File: config.mk
export PLATFORM = sky130hd
export DESIGN_NAME = uart_host_if
export DESIGN_NICKNAME = d
export VERILOG_FILES = /design/src/rtl/uart_host_pkg.sv /design/src/rtl/uart_host_if.sv
export SDC_FILE = /design/constraint.sdc
export NUM_CORES = 1
export LEC_CHECK = 0
export CAP_MARGIN = 10
export CORE_ASPECT_RATIO = 1.4
export CORE_MARGIN = 4
export CORE_UTILIZATION = 47
export CTS_BUF_LIST = sky130_fd_sc_hd__clkbuf_8
export DETAILED_ROUTE_END_ITERATION = 12
export GPL_ROUTABILITY_DRIVEN = 0
export PLACE_DENSITY = 0.93
export SYNTH_ARGS = -nofsm -noshare
export SYNTH_HDL_FRONTEND = slang
export SYNTH_SLANG_ARGS = --single-unit
File: constraint.sdc
create_clock -name CLK -period 4.05 [get_ports CLK]
set_input_delay 0.6075 -clock CLK [delete_from_list [all_inputs] [get_ports CLK]]
set_output_delay 0.6075 -clock CLK [all_outputs]
set_load 0.01 [all_outputs]
File: src/rtl/uart_host_pkg.sv
// Shared types for the CoreUART host-side bus initiator.
package uart_host_pkg;

    // Width of the post-strobe blanking counter (parameters range 1..15).
    localparam int BLANK_W = 4;

    typedef enum logic [1:0] {
        IDLE  = 2'd0,
        WRITE = 2'd1,
        READ  = 2'd2,
        BLANK = 2'd3
    } state_e;

    // One received byte together with the error flags sampled alongside it.
    typedef struct packed {
        logic [7:0] data;
        logic       perr;
        logic       ferr;
        logic       ovf;
    } rx_word_t;

endpackage

File: src/rtl/uart_host_if.sv
// Fabric-side initiator for the CoreUART parallel register interface.
// Turns a valid/ready TX byte stream into write strobes and polls RXRDY to
// feed a valid/ready RX stream (byte plus error flags). All UART strobes and
// U_DATA_IN come straight from flops.
module uart_host_if
    import uart_host_pkg::*;
#(
    parameter int WR_BLANK = 2,
    parameter int RD_BLANK = 2
) (
    input  logic       CLK,
    input  logic       RESET,
    input  logic [7:0] TX_DATA,
    input  logic       TX_VALID,
    output logic       TX_READY,
    output logic [7:0] RX_DATA,
    output logic       RX_PERR,
    output logic       RX_FERR,
    output logic       RX_OVF,
    output logic       RX_VALID,
    input  logic       RX_READY,
    output logic       U_CSN,
    output logic       U_WEN,
    output logic       U_OEN,
    output logic [7:0] U_DATA_IN,
    input  logic [7:0] U_DATA_OUT,
    input  logic       U_TXRDY,
    input  logic       U_RXRDY,
    input  logic       U_PARITY_ERR,
    input  logic       U_FRAMING_ERR,
    input  logic       U_OVERFLOW
);

    localparam logic [BLANK_W-1:0] WR_LD = BLANK_W'(WR_BLANK);
    localparam logic [BLANK_W-1:0] RD_LD = BLANK_W'(RD_BLANK);

    state_e               state_q, state_d;
    logic [BLANK_W-1:0]   blank_q, blank_d;
    logic                 csn_q, csn_d;
    logic                 wen_q, wen_d;
    logic                 oen_q, oen_d;
    logic [7:0]           din_q, din_d;
    rx_word_t             rx_q, rx_d;
    logic                 rxv_q, rxv_d;

    logic slot_free, rd_req, wr_ok;

    // Eligibility: reads win over writes, and both wait out the blank window
    // so a stale TXRDY/RXRDY from the core is never acted upon.
    always_comb begin
        slot_free = !rxv_q || RX_READY;
        rd_req    = U_RXRDY && slot_free && (blank_q == '0);
        wr_ok     = U_TXRDY && (blank_q == '0) && !rd_req;
        TX_READY  = (state_q == IDLE) && wr_ok && !RESET;
    end

    // Next-state, next-strobe and RX slot update.
    always_comb begin
        state_d = state_q;
        blank_d = blank_q;
        csn_d   = 1'b1;
        wen_d   = 1'b1;
        oen_d   = 1'b1;
        din_d   = din_q;
        rx_d    = rx_q;
        rxv_d   = rxv_q && !RX_READY;
        case (state_q)
            IDLE: begin
                if (rd_req) begin
                    state_d = READ;
                    csn_d   = 1'b0;
                    oen_d   = 1'b0;
                end else if (TX_VALID && TX_READY) begin
                    state_d = WRITE;
                    din_d   = TX_DATA;
                    csn_d   = 1'b0;
                    wen_d   = 1'b0;
                end
            end
            WRITE: begin
                blank_d = WR_LD;
                state_d = BLANK;
            end
            READ: begin
                // Sample at the edge that closes the one-cycle read strobe.
                rx_d.data = U_DATA_OUT;
                rx_d.perr = U_PARITY_ERR;
                rx_d.ferr = U_FRAMING_ERR;
                rx_d.ovf  = U_OVERFLOW;
                rxv_d     = 1'b1;
                blank_d   = RD_LD;
                state_d   = BLANK;
            end
            BLANK: begin
                blank_d = (blank_q == '0) ? '0 : blank_q - 1'b1;
                if (blank_q <= 1) state_d = IDLE;
            end
            default: state_d = IDLE;
        endcase
    end

    // State, counter, registered strobes and RX slot.
    always_ff @(posedge CLK) begin
        if (RESET) begin
            state_q <= IDLE;
            blank_q <= '0;
            csn_q   <= 1'b1;
            wen_q   <= 1'b1;
            oen_q   <= 1'b1;
            din_q   <= '0;
            rx_q    <= '0;
            rxv_q   <= 1'b0;
        end else begin
            state_q <= state_d;
            blank_q <= blank_d;
            csn_q   <= csn_d;
            wen_q   <= wen_d;
            oen_q   <= oen_d;
            din_q   <= din_d;
            rx_q    <= rx_d;
            rxv_q   <= rxv_d;
        end
    end

    assign U_CSN     = csn_q;
    assign U_WEN     = wen_q;
    assign U_OEN     = oen_q;
    assign U_DATA_IN = din_q;
    assign RX_DATA   = rx_q.data;
    assign RX_PERR   = rx_q.perr;
    assign RX_FERR   = rx_q.ferr;
    assign RX_OVF    = rx_q.ovf;
    assign RX_VALID  = rxv_q;

endmodule

Word-level counts from Yosys, hierarchy flattened
Index checks and enable logic that the tools add are counted.

Register bits after elaboration: 29. Input port bits: 25.

Add/subtract/negate cells: 1. $lt $le $gt $ge: 1. Equal/unequal tests: 5. Muxes and demuxes: 10. Bitwise gates (word level): 2. Reductions and logical operators: 21.

Operators by type and width (count): $logic_and 1x1->1 (8); $pmux 4 s2 (1); $mux 2 (3); $pmux 2 s3 (1); $eq 2x2->1 const B (2); $le 4x1->1 const B (1); $logic_not 1->1 (4); $logic_not 4->1 (1); $mux 1 (4); $mux 4 (1); $reduce_or 2->1 (2); $sub 4x1->4 const B (1); $ne 3x2->1 const B (1); $reduce_and 3->1 (1); $reduce_or 3->1 (1); $eq 2x1->1 const B (1); $logic_not 2->1 (1); $ne 2x2->1 const B (1); $not 1->1 (2); $reduce_and 2->1 (1); $reduce_bool 2->1 (1); $logic_or 1x1->1 (1).

Depth between registers and ports, before layout
Gate-level depths: netlist (run 1).

Word-level depth: 12. Mapped depth: 7. Mapped depth without buffers: 6.

Worst setup path before layout (run 1)
Ideal clock, no wire load.

Path type: register -> output. From: reg blank_q[0]. To: out TX_READY. Arrival: 1.203 ns. Required time: 3.442 ns. Setup slack: 2.239 ns. Stages on the path, launching flop included: 4. Buffers on the path: 0. Cell sequence: dfxtp_1 > or4_4 > nor2b_1 > and3_1.

Longest elaborated chain between the ends: 6. Elaborated cells between the ends (all ways): 7. Those cells by class: reduce/logical: 7.

Ends and longest elaborated chain: start: declaration (RTL line uart_host_if.sv:38) `logic [BLANK_W-1:0] blank_q, blank_d;`; start signal: assignment (RTL line uart_host_if.sv:115) `blank_q <= blank_d;`; $logic_not 4->1 * (RTL line uart_host_if.sv:52, uart_host_if.sv:53); $logic_and 1x1->1 (RTL line uart_host_if.sv:52) `rd_req = U_RXRDY && slot_free && (blank_q == '0);`; $logic_not 1->1 (RTL line uart_host_if.sv:53) `wr_ok = U_TXRDY && (blank_q == '0) && !rd_req;`; $logic_and 1x1->1 * (RTL line uart_host_if.sv:53); $logic_and 1x1->1 * (2 in series) (RTL line uart_host_if.sv:54) `TX_READY = (state_q == IDLE) && wr_ok && !RESET;`; end: declaration (RTL line uart_host_if.sv:15) `output logic TX_READY,`.

Every way passes the cells marked *; elsewhere a longest branch is shown, timed or not.

Worst setup path in the final report (run 1)
From: in RESET. To: out TX_READY.

Longest elaborated chain between the ends: 2.

Ends and longest elaborated chain: start: declaration (RTL line uart_host_if.sv:12) `input logic RESET,`; $logic_not 1->1 (RTL line uart_host_if.sv:54); $logic_and 1x1->1 (RTL line uart_host_if.sv:54).

No other way between the ends.

==> run metrics, run 1 <==
EDFF count, synth 0; Syn Std Cell Area 0.00121 mm2; Setup Skew 3.27 ps; Seq/Total Area, Yosys 0.481; Final Cell Area 0.00181 mm2; startpoint types primary input; fmax between 300 and 400 MHz; Worst path max stage delay between 500 and 600 ps; cts bufs inserted 5; Hold Path Class register to register; unrepaired setup endpoints after global routing false; Die X ~50 um; Initial DRT Pass Iterations 4; outcome finished, final reports clean; cell row count 21; worst IR drop on VDD 0.347 mV; FILL cells 182; global-route usage over all layers 0.203; mux contribution to synthesized area 0.158; HPWL after DPL ~2300 um; H-tree depth 2; Yosys top cell area share 0.481; WP buf/inv 3; Post-Place Cells 205; slowest CP cell clkdlybuf4s50_1; CTS max path bufs 2; Inserted Diodes 0; vias per std cell 5.09; CP cell instances clkdlybuf4s50_1, buf_4, nor2b_1, nor2b_1, and3_1, clkdlybuf4s50_1; slew margin rel. 0.547; clock latency on the worst-skew pair 270 ps; layout cells sized above 1 0.0618; Hold Fails Final Rpt 0; Crit. End Element output port; number of max-cap violations 0; clk root buf clkbuf_8; first-pass GRT wire length 5250 um; max-slew violation count 0; routed length per instance 14.5 um; Initial Util 0.499; nets@finish 207; number of synthesized register bits 29; count of cell types in the netlist 28; simple-gate area share of the yosys netlist 0.188; Antenna Violating Nets Remaining 0; CP arrival 2280 ps; largest net degree at the start of global routing 32; power per cell area between 500 and 600 mW/mm2; Synth Warn # 0; die area 0.00345 mm2; area share of fa/ha/maj cells after synthesis 0.0415; Total Wirelength slightly above 3000 um; I/O pin count between 40 and 50; Leak 0.000683 uW; CTS Hold Bufs 0; clk sinks 29; CP required 3440 ps; global route overflow 0; Synth Flop Type dfxtp_1; crit share post-route 0.712; post-synth top area cell dfxtp_1; cell family with most CP delay buffers and inverters; Synth top cells by count 29 x dfxtp_1, 25 x nor2_1, 19 x mux2i_1, 6 x inv_1, 5 x nand2_1; Async SR Flop Fraction 0; ranking of synthesized cells by area dfxtp_1 48%, mux2i_1 16%, nor2_1 7.8%, ha_1 4.1%, nor2b_1 2.1%; post_cts resized 0; worst-margin pin slew slightly below 700 ps; final setup vio count 0; CTS tree built; fin crit period 2880 ps; Worst-path clk slew approximately 60 ps; syn nets 156; Layout Cells excl Fill roughly 210; DRC 0; Mean Syn Cell Area 9.50 um2; setup bufs post-CTS 0; post-synthesis xor/xnor area fraction 0; largest family of logic cells by synthesized area simple AND/OR/NAND/NOR gates; vias in the first global route 1,167; most numerous cell in the Yosys netlist dfxtp_1; Layout area overhead 50.1%; port buffer count 48; Setup CP Type primary input to output port; setup TNS 0 ps; initial antenna violation count 0; Post-Syn Instances 127; Starting DRT DRC Count 24; via count 1,079; largest fanout on the critical path 31; Compound-Gate Fraction of Synth Area 0.0913; core area 0.00242 mm2; Placement Cell Area ~0.0017 mm2; Die Ht ~68 um
-- through the flow --
step	util	hold WS (ps)	setup slack (ps)	power (uW)
finish	0.749	502	1170	970
CTS	0.749	504	1160	976
global placement	0.713	480	1230	716
floorplan	-	478	2240	594
global route	0.749	533	1070	1030
detailed placement	0.713	484	1170	741
-- sequential cells by signal (all words and copies together) (netlist names) --
register	flops
RX_PERR	1
RX_VALID	1
RX_FERR	1
U_CSN	1
blank_q	4
U_OEN	1
state_q	2
U_WEN	1
RX_OVF	1
RX_DATA	8
U_DATA_IN	8
-- worst reg2reg max path: cells and delay by family (launching register included) --
family,cells,cell delay [ps]
simple gates,2,1000
compound gates,2,450
flops,1,370
-- where the power goes --
group          internal [uW]  switching [uW]  total [uW]
Combinational            196             182         378
Clock                    132            98.0         230
Sequential               333            29.2         362
-- layout by cell type, fill, tap and decap left out, types with 2 or more instances in the layout --
master            n
clkbuf_8          6
o21ai_0           4
o31ai_1           2
buf_4             2
nor2b_1           4
inv_1             7
or3_1             3
nand2_1           5
dfxtp_1          29
nor2_1           25
nand3_1           2
clkdlybuf4s50_1  48
mux2i_1          19
or4_1             2
a21oi_1           4
ha_1              4
-- layout make-up --
cell class                      instances  area [um2]  share of cell area
Tap cell                               34        42.5              0.0235
Clock buffer                            6        82.6              0.0456
Multi-Input combinational cell         86         583               0.322
Clock inverter                          1        3.75             0.00207
Sequential cell                        29         581               0.321
Inverter                                6        22.5              0.0124
Timing Repair Buffer                   50         495               0.274
-- logic make-up after synthesis --
group           after synthesis
compound gates               16
mux                          19
flops                        29
simple gates                 47
buf+inv                      12
fa+ha+maj                     4
-- worst paths after layout --
kind,startpoint,to,slack (ps),cells past startpoint
hold / removal,RX_DATA[3],RX_DATA[3],500,2
setup / recovery,RESET,TX_READY,1170,6
hold reg to reg,RX_DATA[3],RX_DATA[3],500,2
setup reg to reg,blank_q[0],state_q[1],2150,4
-- per-layer routing --
metal	global-route usage	vias to the layer above	wire length [um]
li1	-	538	-
met1	0.210	496	1200
met2	0.379	39	1650
met5	0	-	0
met3	0.0632	6	175
met4	0.0808	0	53
Note: power is estimated with default switching activity, not from simulation.
==> run 2: changes to the inputs <==
--- a/config.mk
+++ b/config.mk
@@ -8,11 +8,11 @@
 export CAP_MARGIN = 10
 export CORE_ASPECT_RATIO = 1.4
 export CORE_MARGIN = 4
-export CORE_UTILIZATION = 47
+export CORE_UTILIZATION = 44
 export CTS_BUF_LIST = sky130_fd_sc_hd__clkbuf_8
 export DETAILED_ROUTE_END_ITERATION = 12
 export GPL_ROUTABILITY_DRIVEN = 0
-export PLACE_DENSITY = 0.93
+export PLACE_DENSITY = 0.89
 export SYNTH_ARGS = -nofsm -noshare
 export SYNTH_HDL_FRONTEND = slang
 export SYNTH_SLANG_ARGS = --single-unit
==> constraint.sdc (replaced) <==
create_clock -name CLK -period 2.7 [get_ports CLK]
set_input_delay 0.405 -clock CLK [delete_from_list [all_inputs] [get_ports CLK]]
set_output_delay 0.405 -clock CLK [all_outputs]
set_load 0.01 [all_outputs]
==> run 2 against run 1 <==
Flip-flop and latch count is the same. Critical endpoint unchanged. Largest cell class unchanged. Non-clock buffer count is the same. Via count grew 0.37%. Global-route usage shrank 2.7 points. Highest routed layer unchanged. Routed wire length shrank 6.4%.
==> run metrics, run 2 (same netlist as run 1, synthesis figures left out) <==
outcome finished, final reports clean; crit share post-route 0.915; Post-Place Worst Slack 393 ps; R2R cell count 4; Reg area 581 um2; CTS max path bufs 2; clock latency on the worst-skew pair 280 ps; Leak around 0.00070 uW; Layout area overhead 52.8%; Hold Fails Final Rpt 0; Die Ht roughly 70 um; vias per std cell 5.04; worst setup margin 230 ps; area of the multi-input gates around 580 um2; power per cell area 838 mW/mm2; Hold Path Class register to register; Antenna Violating Nets Remaining 0; DRC 0; largest net degree at the start of global routing 31; worst reg-to-reg setup slack 820 ps; vias in the first global route 1,121; clk root buf clkbuf_8; first-pass GRT wire length 4810 um; global route overflow 0; Inserted Diodes 0; setup TNS 0 ps; fmax 405 MHz; H-tree depth 2; worst-margin pin slew between 600 and 700 ps; cell row count 22; FF-to-FF Start blank_q[0]; via count between 1,000 and 1,500; Final Cell Area 0.00184 mm2; routed length per instance 13.4 um; die area 0.00365 mm2; worst setup path start blank_q[0]; Total Wirelength around 2900 um; CTS tree built; initial antenna violation count 0; nets@finish 207; final setup vio count 0; worst IR drop on VDD 0.543 mV; FILL cells between 150 and 200; slew margin rel. 0.549; Die X roughly 52 um; hold slack 492 ps; CTS Hold Bufs 0; unrepaired setup endpoints after global routing false; cts bufs inserted 5; startpoint types register; core area 0.00262 mm2; max-slew violation count 0; Worst path max stage delay about 570 ps; CP arrival 2070 ps; setup bufs post-CTS 0; clk sinks 29; largest fanout on the critical path 7; Starting DRT DRC Count 31; Worst-path clk slew 60 ps; Crit. End Element output port; Setup Skew 2.54 ps; Setup CP Type register to output port; post_cts resized 0; critical path endpoint TX_READY; CP cell instances or4_4, nor2b_1, and3_1, clkdlybuf4s50_1; Placement Cell Area 0.00173 mm2; HPWL after DPL around 2100 um; fin crit period 2470 ps; most frequent cells in the layout 48 x clkdlybuf4s50_1, 29 x dfxtp_1, 25 x nor2_1; Initial DRT Pass Iterations 5; number of max-cap violations 0; CP required 2300 ps; most common cell after layout, fill and taps aside clkdlybuf4s50_1; slowest CP cell or4_4; global-route usage over all layers 0.176; I/O pin count around 50; port buffer count between 40 and 50; layout cells sized above 1 0.0670; r2r endpoint state_q[1]; Initial Util 0.461
==> run 2: cell types whose count changed in the layout (fill, tap and decap cells not counted), sizes merged <==
cell | before | now
bufinv | 0 | 1
==> run 2: critical path: cells and delay by family, from the launching register on <==
family / cells / cell delay, ps
buffers and inverters: 1 / 530
flip-flops: 1 / 360
AND/OR/NAND/NOR: 3 / 900
==> run 2: final cells by class <==
class | count | share of cell area
inverters | 6 | 0.0122
multi-input cells | 86 | 0.316
clock inverters | 2 | 0.0183
repair buffers | 50 | 0.269
clock buffers | 6 | 0.0448
flip-flops and latches | 29 | 0.315
well taps | 36 | 0.0244
==> run 2: worst min path at each step <==
stage	cells after the start	endpoint	startpoint
after floorplan	1	U_OEN	U_RXRDY
after global placement	2	RX_DATA[5]	RX_DATA[5]
after detailed placement	2	RX_DATA[3]	RX_DATA[3]
after CTS	2	RX_DATA[2]	RX_DATA[2]
after global routing	2	RX_FERR	RX_FERR
final	2	RX_DATA[2]	RX_DATA[2]
==> run 2: power by group <==
part           leakage (uW)  internal, uW  switching [uW]
Clock             0.0000626           296             156
Combinational      0.000399           293             261
Sequential         0.000236           500            38.8
==> run 2: stage by stage <==
stage | power (uW) | std cells | utilization
CTS | 1560 | 215 | 0.705
global route | 1640 | 215 | 0.705
detailed placement | 1100 | 207 | 0.660
finish | 1540 | 215 | 0.705
floorplan | 890 | 127 | -
global placement | 1070 | 207 | 0.660
==> run 2: layer usage <==
metal | wire length, um | part of all wire | track usage | vias up
met1 | 1070 | 0.37 | 0.168 | 501
met3 | 163 | 0.056 | 0.0554 | 12
met4 | 71 | 0.025 | 0.0852 | 0
met2 | 1580 | 0.55 | 0.323 | 34
li1 | - | - | - | 536
met5 | 0 | 0 | 0 | -
==> run 3: changes to the inputs <==
--- a/config.mk
+++ b/config.mk
@@ -12,7 +12,7 @@
 export CTS_BUF_LIST = sky130_fd_sc_hd__clkbuf_8
 export DETAILED_ROUTE_END_ITERATION = 12
 export GPL_ROUTABILITY_DRIVEN = 0
-export PLACE_DENSITY = 0.89
+export PLACE_DENSITY = 0.82
 export SYNTH_ARGS = -nofsm -noshare
 export SYNTH_HDL_FRONTEND = slang
 export SYNTH_SLANG_ARGS = --single-unit
==> constraint.sdc (replaced) <==
create_clock -name CLK -period 2.3 [get_ports CLK]
set_input_delay 0.345 -clock CLK [delete_from_list [all_inputs] [get_ports CLK]]
set_output_delay 0.345 -clock CLK [all_outputs]
set_load 0.01 [all_outputs]
==> run 3 against run 2 <==
Combinational power increased by 18%. Via count decreased by 1.8%. Design area decreased by 1.9%. Largest cell class unchanged.
==> run metrics, run 3 (same netlist as run 1, synthesis figures left out) <==
Crit. End Element output port; vias per std cell a little under 5; worst IR drop on VDD 0.650 mV; internal power between 1000 and 1500 uW; CP required 1960 ps; layout cells sized above 1 0.0615; Inserted Diodes 0; port buffer count 48; Finished Core Util 0.691; unrepaired setup endpoints after global routing false; Setup Skew between 3 and 4 ps; nets@finish about 210; worst setup path start blank_q[3]; most common cell after layout, fill and taps aside clkdlybuf4s50_1; core area ~0.0026 mm2; Worst-path clk slew around 60 ps; CTS tree built; sequential share of power 0.382; clk root buf clkbuf_8; sw power 527 uW; fmax ~480 MHz; R2R cell count 4; Setup CP Type register to output port; max-slew violation count 0; startpoint types register; Initial DRT Pass Iterations 4; Leak 0.000691 uW; setup TNS 0 ps; Hold Startpoint RX_DATA[1]; fin crit period 2100 ps; global route overflow 0; Hold Crit Depth 2; sw frac 0.318; Antenna Violating Nets Remaining 0; CTS max path bufs 2; number of max-cap violations 0; Starting DRT DRC Count 15; Hold Path Class register to register; largest net degree at the start of global routing 30; DRC 0; cts bufs inserted 5; power per cell area 918 mW/mm2; Clk pwr share 0.224; cell row count 22; largest fanout on the critical path 5; slew margin rel. 0.548; Total Wirelength approximately 2800 um; Layout area overhead 49.9%; crit share post-route 0.912; CP arrival 1750 ps; die area 0.00365 mm2; final setup vio count 0; Die Ht 70.0 um; Initial Util 0.461; Combinational Power Share 0.394; H-tree depth 2; first-pass GRT wire length 4720 um; global-route usage over all layers 0.168; routed length per instance 13.1 um; via count 1,064; vias in the first global route 1,151; I/O pin count 49; FF-to-FF Start blank_q[3]; HPWL after DPL 2110 um; most frequent cells in the layout 47 x clkdlybuf4s50_1, 29 x dfxtp_1, 25 x nor2_1; clock latency on the worst-skew pair between 200 and 300 ps; worst-margin pin slew 678 ps; initial antenna violation count 0; Die X 52.3 um; outcome finished, final reports clean; Hold Fails Final Rpt 0; clk sinks 29
==> run 3: cell types whose count changed in the layout (fill, tap and decap cells not counted), sizes merged <==
cell and change:
inv +2, bufinv -1, clkbuf -1, clkdlybuf4s50 -1, dlygate4sd2 +1
==> run 3: critical path: stages (launching register included) <==
cell and delay, ps:
dfxtp_1 330, or4_4 580, nor2b_2 150, and3_1 160, dlygate4sd2_1 260
==> run 3: layer usage <==
layer | wire length, um | track usage
met5 | 0 | 0
met2 | 1460 | 0.290
met3 | 178 | 0.0512
met4 | 48 | 0.0824
met1 | 1120 | 0.179
==> run 3: cell type report <==
| type | instances | area [um2] |
|---|---|---|
| fill | 204 | 807 |
| multi-input combinational | 86 | 586 |
| sequential | 29 | 581 |
| timing repair buffer | 50 | 494 |
| clock buffer | 5 | 68.8 |
| tap | 36 | 45.0 |
| inverter | 6 | 22.5 |
| clock inverter | 3 | 11.3 |
==> run 3: power groups by stage <==
stage               sequential (uW)  combinational, uW  clock (uW)
finish                          634                654         371
global placement                638                631           0
CTS                             635                658         382
detailed placement              646                650           0
floorplan                       666                379           0
global route                    646                721         400
==> run 3: worst paths after layout <==
path	end	slack, ps
hold / removal	RX_DATA[1]	490
setup / recovery	TX_READY	200
setup reg to reg	state_q[1]	450
hold reg to reg	RX_DATA[1]	490
==> run 3: timing repair <==
| item | 4_1_cts | 5_1_grt |
|---|---|---|
| buffers inserted | 0 | 0 |
| setup endpoints to repair | 1 | 0 |
| gates resized for setup | 2 | 0 |
| hold buffers | 0 | 0 |
==> run 3: stage by stage <==
| step | setup slack (ps) | instances | hold WS, ps | cell area, um2 | total power [uW] |
|---|---|---|---|---|---|
| after global placement | 206 | 207 | 475 | 1730 | 1270 |
| after global routing | 69.3 | 215 | 527 | 1810 | 1770 |
| after CTS | 202 | 215 | 497 | 1810 | 1670 |
| final | 202 | 215 | 492 | 1810 | 1660 |
| after floorplan | 562 | 127 | 417 | 1210 | 1050 |
| after detailed placement | 166 | 207 | 488 | 1730 | 1300 |
